File: src/rtl/cdc_pkg.sv
`default_nettype none
// ============================================================================
// Module      : cdc_pkg
// Description : Shared types for the toggle req/ack clock-domain-crossing
//               handshake (transmitter now, receiver later).
// Contents    : tx_state_e - transmitter FSM state encoding.
// Revision    : 1.0 - initial release
// ============================================================================
package cdc_pkg;

  typedef enum logic [0:0] {
    TX_IDLE     = 1'b0,
    TX_WAIT_ACK = 1'b1
  } tx_state_e;

endpackage
`default_nettype wire

File: src/rtl/synchronizer_2ff.sv
`default_nettype none
// ============================================================================
// Module      : synchronizer_2ff
// Description : Two-flop synchronizer bringing an asynchronous level into the
//               clk_i domain. Only the first stage may go metastable.
// Ports       : clk_i  - destination clock
//               rst_ni - reset, active-low, sampled on clk_i
//               d_i    - asynchronous input
//               q_o    - synchronized output (two clk_i edges of latency)
// Revision    : 1.0 - initial release
// ============================================================================
module synchronizer_2ff #(
  parameter int DATA_WIDTH = 1
) (
  input  logic                  clk_i,
  input  logic                  rst_ni,
  input  logic [DATA_WIDTH-1:0] d_i,
  output logic [DATA_WIDTH-1:0] q_o
);

  logic [DATA_WIDTH-1:0] stage0;
  logic [DATA_WIDTH-1:0] stage1;

  always_ff @(posedge clk_i) begin
    if (!rst_ni) begin
      stage0 <= '0;
      stage1 <= '0;
    end else begin
      stage0 <= d_i;
      stage1 <= stage0;
    end
  end

  assign q_o = stage1;

endmodule
`default_nettype wire

File: src/rtl/cdc_handshake_tx.sv
`default_nettype none
// ============================================================================
// Module      : cdc_handshake_tx
// Description : Source side of a two-phase (toggle) req/ack handshake that
//               moves a DATA_WIDTH word into another clock domain.
// Ports       : clk_i          - source-domain clock
//               rst_i          - synchronous active-high reset
//               valid_i/data_i - word offered by the source
//               ready_o        - high when a word can be accepted
//               xfer_req_o     - request toggle to destination (registered)
//               xfer_data_o    - captured word, stable while req outstanding
//               xfer_ack_i     - ack toggle from destination (asynchronous)
//               xfer_cnt_o     - completed transfers, wraps
//               protocol_err_o - sticky: ack moved with no request pending
// Revision    : 1.0 - initial release
// ============================================================================
module cdc_handshake_tx
  import cdc_pkg::*;
#(
  parameter int DATA_WIDTH = 8,
  parameter int CNT_WIDTH  = 16
) (
  input  logic                  clk_i,
  input  logic                  rst_i,
  input  logic                  valid_i,
  input  logic [DATA_WIDTH-1:0] data_i,
  output logic                  ready_o,
  output logic                  xfer_req_o,
  output logic [DATA_WIDTH-1:0] xfer_data_o,
  input  logic                  xfer_ack_i,
  output logic [CNT_WIDTH-1:0]  xfer_cnt_o,
  output logic                  protocol_err_o
);

  tx_state_e             state;
  tx_state_e             state_next;
  logic                  req_q;
  logic [DATA_WIDTH-1:0] data_q;
  logic [CNT_WIDTH-1:0]  cnt_q;
  logic                  err_q;
  logic                  ack_sync;
  logic                  rst_n;
  logic                  accept;
  logic                  complete;
  logic                  err_set;

  assign rst_n = ~rst_i;

  // The ack is the only signal crossing into this domain.
  synchronizer_2ff #(
    .DATA_WIDTH (1)
  ) u_ack_sync (
    .clk_i  (clk_i),
    .rst_ni (rst_n),
    .d_i    (xfer_ack_i),
    .q_o    (ack_sync)
  );

  // Next-state logic. A transfer is done once the returned ack toggle level
  // matches the request level we sent.
  always_comb begin
    state_next = state;
    accept     = 1'b0;
    complete   = 1'b0;
    case (state)
      TX_IDLE: begin
        if (valid_i) begin
          accept     = 1'b1;
          state_next = TX_WAIT_ACK;
        end
      end
      TX_WAIT_ACK: begin
        if (ack_sync == req_q) begin
          complete   = 1'b1;
          state_next = TX_IDLE;
        end
      end
      default: state_next = TX_IDLE;
    endcase
  end

  // While idle the ack must already agree with the request level; any
  // disagreement means the destination toggled without being asked.
  assign err_set = (state == TX_IDLE) && (ack_sync != req_q);

  always_ff @(posedge clk_i) begin
    if (rst_i) begin
      state  <= TX_IDLE;
      req_q  <= 1'b0;
      data_q <= '0;
      cnt_q  <= '0;
      err_q  <= 1'b0;
    end else begin
      state <= state_next;
      // Data only changes together with the request toggle, so the
      // destination may sample it without per-bit synchronization.
      if (accept) begin
        req_q  <= ~req_q;
        data_q <= data_i;
      end
      if (complete) begin
        cnt_q <= cnt_q + CNT_WIDTH'(1);
      end
      if (err_set) begin
        err_q <= 1'b1;
      end
    end
  end

  assign ready_o        = (state == TX_IDLE);
  assign xfer_req_o     = req_q;
  assign xfer_data_o    = data_q;
  assign xfer_cnt_o     = cnt_q;
  assign protocol_err_o = err_q;

endmodule
`default_nettype wire

File: config.mk
export PLATFORM = sky130hd
export DESIGN_NAME = cdc_handshake_tx
export DESIGN_NICKNAME = d
export VERILOG_FILES = /design/src/rtl/cdc_pkg.sv /design/src/rtl/synchronizer_2ff.sv /design/src/rtl/cdc_handshake_tx.sv
export SDC_FILE = /design/constraint.sdc
export NUM_CORES = 1
export LEC_CHECK = 0
export CAP_MARGIN = 20
export CORE_UTILIZATION = 47
export CTS_BUF_LIST = sky130_fd_sc_hd__clkbuf_4 sky130_fd_sc_hd__clkbuf_8
export CTS_CLUSTER_DIAMETER = 100
export CTS_CLUSTER_SIZE = 40
export DETAILED_ROUTE_END_ITERATION = 8
export GPL_TIMING_DRIVEN = 0
export PLACE_DENSITY = 0.79
export SLEW_MARGIN = 20
export SYNTH_ARGS = -nofsm -noshare
export SYNTH_HDL_FRONTEND = slang
export SYNTH_SLANG_ARGS = --single-unit
File: constraint.sdc
create_clock -name clk_i -period 1.7 [get_ports clk_i]
set_input_delay 0.255 -clock clk_i [delete_from_list [all_inputs] [get_ports clk_i]]
set_output_delay 0.255 -clock clk_i [all_outputs]
set_load 0.02 [all_outputs]
==> reports/results.tsv <==
stage	metric	value	unit
status	status	finished clean	
clock_network	CTS tree	built	
critical_path	WP data arrival	1.40	ns
floorplan	Starting Density	49.44	%
logic_synthesis	Primary FF master, synth	dfxtp_1	
floorplan	row count	18	
cells_and_area	area of the multi-input gates	579.3	um^2
critical_path	r2r setup slk	0.08	ns
placed_design	port bufs	37	
critical_path	crit-path cells	clkdlybuf4s50_1	
logic_synthesis	Post-synth EDFFs	0	
critical_path	R2R Path End	xfer_cnt_o[12]$_SDFFE_PP0P_	
clock_network	clk sink count	29	
sta	Max Fclk	604.1	MHz
global_route	antenna violations before repair	0	
sta	unrepaired setup endpoints after global routing	yes	
floorplan	Die ar.	2789	um^2
clock_network	Clk Latency, worst-skew pair	0.32	ns
placed_design	placer's final routability congestion estimate	0.6866	
detailed_routing	DR WL/cell	12.67	um
floorplan	DIE WIDTH	52.82	um
power	pwr/cell area	807.9	nW/um^2
critical_path	Setup crit start	xfer_cnt_o[4]$_SDFFE_PP0P_	
critical_path	FF-to-FF Start	xfer_cnt_o[0]$_SDFFE_PP0P_	
critical_path	crit path max-delay cell type	clkdlybuf4s50_1	
min_path	Tightest Hold Check Type	input pin to flip-flop	
logic_synthesis	#FFs+latches synth	29	
sta	slack of the critical path	0.04454	ns
floorplan	die height	52.82	um
clock_network	Max H-tree Level	2	
detailed_routing	DRC viols	0	
critical_path	R2R depth	5	
cells_and_area	diodes inserted	0	
logic_synthesis	Syn Nets	152	
clock_network	total CTS buffers	5	
clock_network	root buffer cell	clkbuf_4	
floorplan	core area	2455	um^2
detailed_routing	Post-DRT Antenna Nets	0	
power	worst-case vdd ir drop	632.2	uV
sta	fin. max-slew vios	0	
logic_synthesis	YS warnings	0	
critical_path	element type at the critical path start	flip-flop	
cells_and_area	FILL cells	199	
logic_synthesis	Post-Syn Area per Cell	8.731	um^2
detailed_routing	drt total wl	2699	um
floorplan	Ports	39	
sta	hold_ws	0.1562	ns
logic_synthesis	register area share after synthesis	47.84	%
critical_path	Top Family by Delay on Critical Path	buffers and inverters	
global_route	GRT overflow	0	
critical_path	Crit Path Class	flip-flop to output pin	
sta	slew margin rel.	67.70	%
logic_synthesis	Async S/R FF share, synth	0	%
detailed_routing	1st-iter DRT viols	16	
cells_and_area	share of cells above drive strength 1	10.93	%
sta	worst slew pin tran	0.4845	ns
critical_path	crit path buf inv count	1	
clock_network	PostCTS Resize Cnt	3	
min_path	Hold Startpoint	rst_i	
job	max-cap violation count	0	
clock_network	Post-CTS Setup Repair Bufs	0	
detailed_routing	routed vias/inst	5.141	
min_path	Hold Path Depth	2	
cells_and_area	Area Overhead vs Synth	39.79	%
clock_network	cts hold-fix bufs	0	
cells_and_area	nets@finish	196	
clock_network	CTS clock-pin slew for the worst setup and hold paths	0.09	ns
clock_network	Max Buffers Root-to-Sink	2	
sta	Tmin final	1.655	ns
sta	Final Hold Vio Count	0	
min_path	hold endpoint	xfer_cnt_o[15]$_SDFFE_PP0P_	
sta	Setup Viol. Count Final	0	
detailed_routing	vias	1095	
detailed_routing	Pre-Repair DR Iteration Count	4	
critical_path	CP max stage delay	0.64	ns
critical_path	crit end category	output pin	
critical_path	Max FO, Critical Path	4	
global_route	largest net degree at the start of global routing	11	
logic_synthesis	Post-Syn Area	1214	um^2
critical_path	Critical Path RT	1.44	ns
power	Leakage	0.0006411	uW
sta	period utilization	97.38	%
placed_design	Final HPWL DP	1891	um
global_route	number of global-route vias before repair	994	
sta	clock skew	0.01141	ns
cells_and_area	sequential cell area	585.6	um^2
placed_design	dpl ws	-0.003254	ns
logic_synthesis	count of cell types in the netlist	27	
logic_synthesis	Gate Count Post-Synth	139	
global_route	first-pass GRT wire length	4374	um
global_route	All-Layer GR Usage	22.16	%
==> layer usage <==
metal	part of all wire, %	track usage (%)
met2	47	33.33
met5	0	0
met4	1.8	11.40
met1	47	28.40
met3	3.7	6.377
==> synthesized netlist by cell type (2+ instances only) <==
cell	count	area, um^2
a21oi_1	16	80.08
nor4_1	3	18.77
inv_1	3	11.26
or3_4	2	22.52
nand3_1	5	25.02
xnor2_1	10	87.58
clkbuf_1	3	11.26
nor2_1	12	45.04
dfxtp_1	29	580.6
o21ai_0	6	30.03
nand2_1	24	90.09
or3_1	6	37.54
nor3_1	3	15.01
xor2_1	2	17.52
nor2b_1	3	18.77
==> power breakdown <==
part	internal (uW)	switching, uW	total (uW)
clock network	211	226	437
registers	708	20.6	728
logic	94.9	111	206
total	1010	357	1370
==> through the flow <==
step	total power, uW	util (%)	cells	TNS (ns)	area (um^2)
5_1_grt	1425	69.11	213	-0.0006612	1697
2_1_floorplan	853.3	-	139	0	1214
4_1_cts	1378	68.40	213	0	1679
3_5_place_dp	947.1	66.05	206	-0.003254	1622
6_report	1371	69.11	213	0	1697
3_3_place_gp	942.8	66.05	206	0	1622
==> worst max-delay path by stage <==
stage	endpoint	slack [ns]	depth (start not counted)
floorplan	xfer_cnt_o[14]$_SDFFE_PP0P_	0.007	5
global placement	xfer_cnt_o[12]$_SDFFE_PP0P_	0.06	5
detailed placement	xfer_cnt_o[12]$_SDFFE_PP0P_	-0.003	5
CTS	xfer_cnt_o[12]$_SDFFE_PP0P_	0.004	5
global route	xfer_cnt_o[11]$_SDFFE_PP0P_	-0.0007	5
finish	xfer_cnt_o[4]	0.04	1
==> cells in the final DEF (no fill, tap or decap), types with 5 or more instances in the layout <==
master           netlist  routed
a21oi_1               16      15
clkbuf_4               0       6
clkdlybuf4s50_1        0      32
dfxtp_1               29      27
nand2_1               24      23
nand3_1                5       5
nor2_1                12      12
o21ai_0                6       6
or3_1                  6       6
xnor2_1               10      10
==> cell type report <==
type	count	area share, %
clock buffer	7	3.466
inverter	3	0.6637
buffer	7	2.876
tap	30	2.212
sequential	29	34.51
multi-input combinational	100	34.14
timing repair buffer	37	22.12
==> state kept, by name, summed over array words and instances (netlist names) <==
signal and flops:
protocol_err_o 1, xfer_cnt_o 16, u_ack_sync.q_o 1, u_ack_sync.stage0 1, xfer_req_o 1, xfer_data_o 8, state 1
==> cells by family after synthesis <==
group / count (synthesis) / synth area share (%)
XOR/XNOR: 12 / 8.660
flip-flops: 29 / 47.84
AND/OR/NAND/NOR: 64 / 27.84
AO/OA/AOI/OAI: 23 / 9.691
buffers and inverters: 10 / 4.948
adder cells (fa/ha/maj): 1 / 1.031
Power figures use the tool's default switching activity.
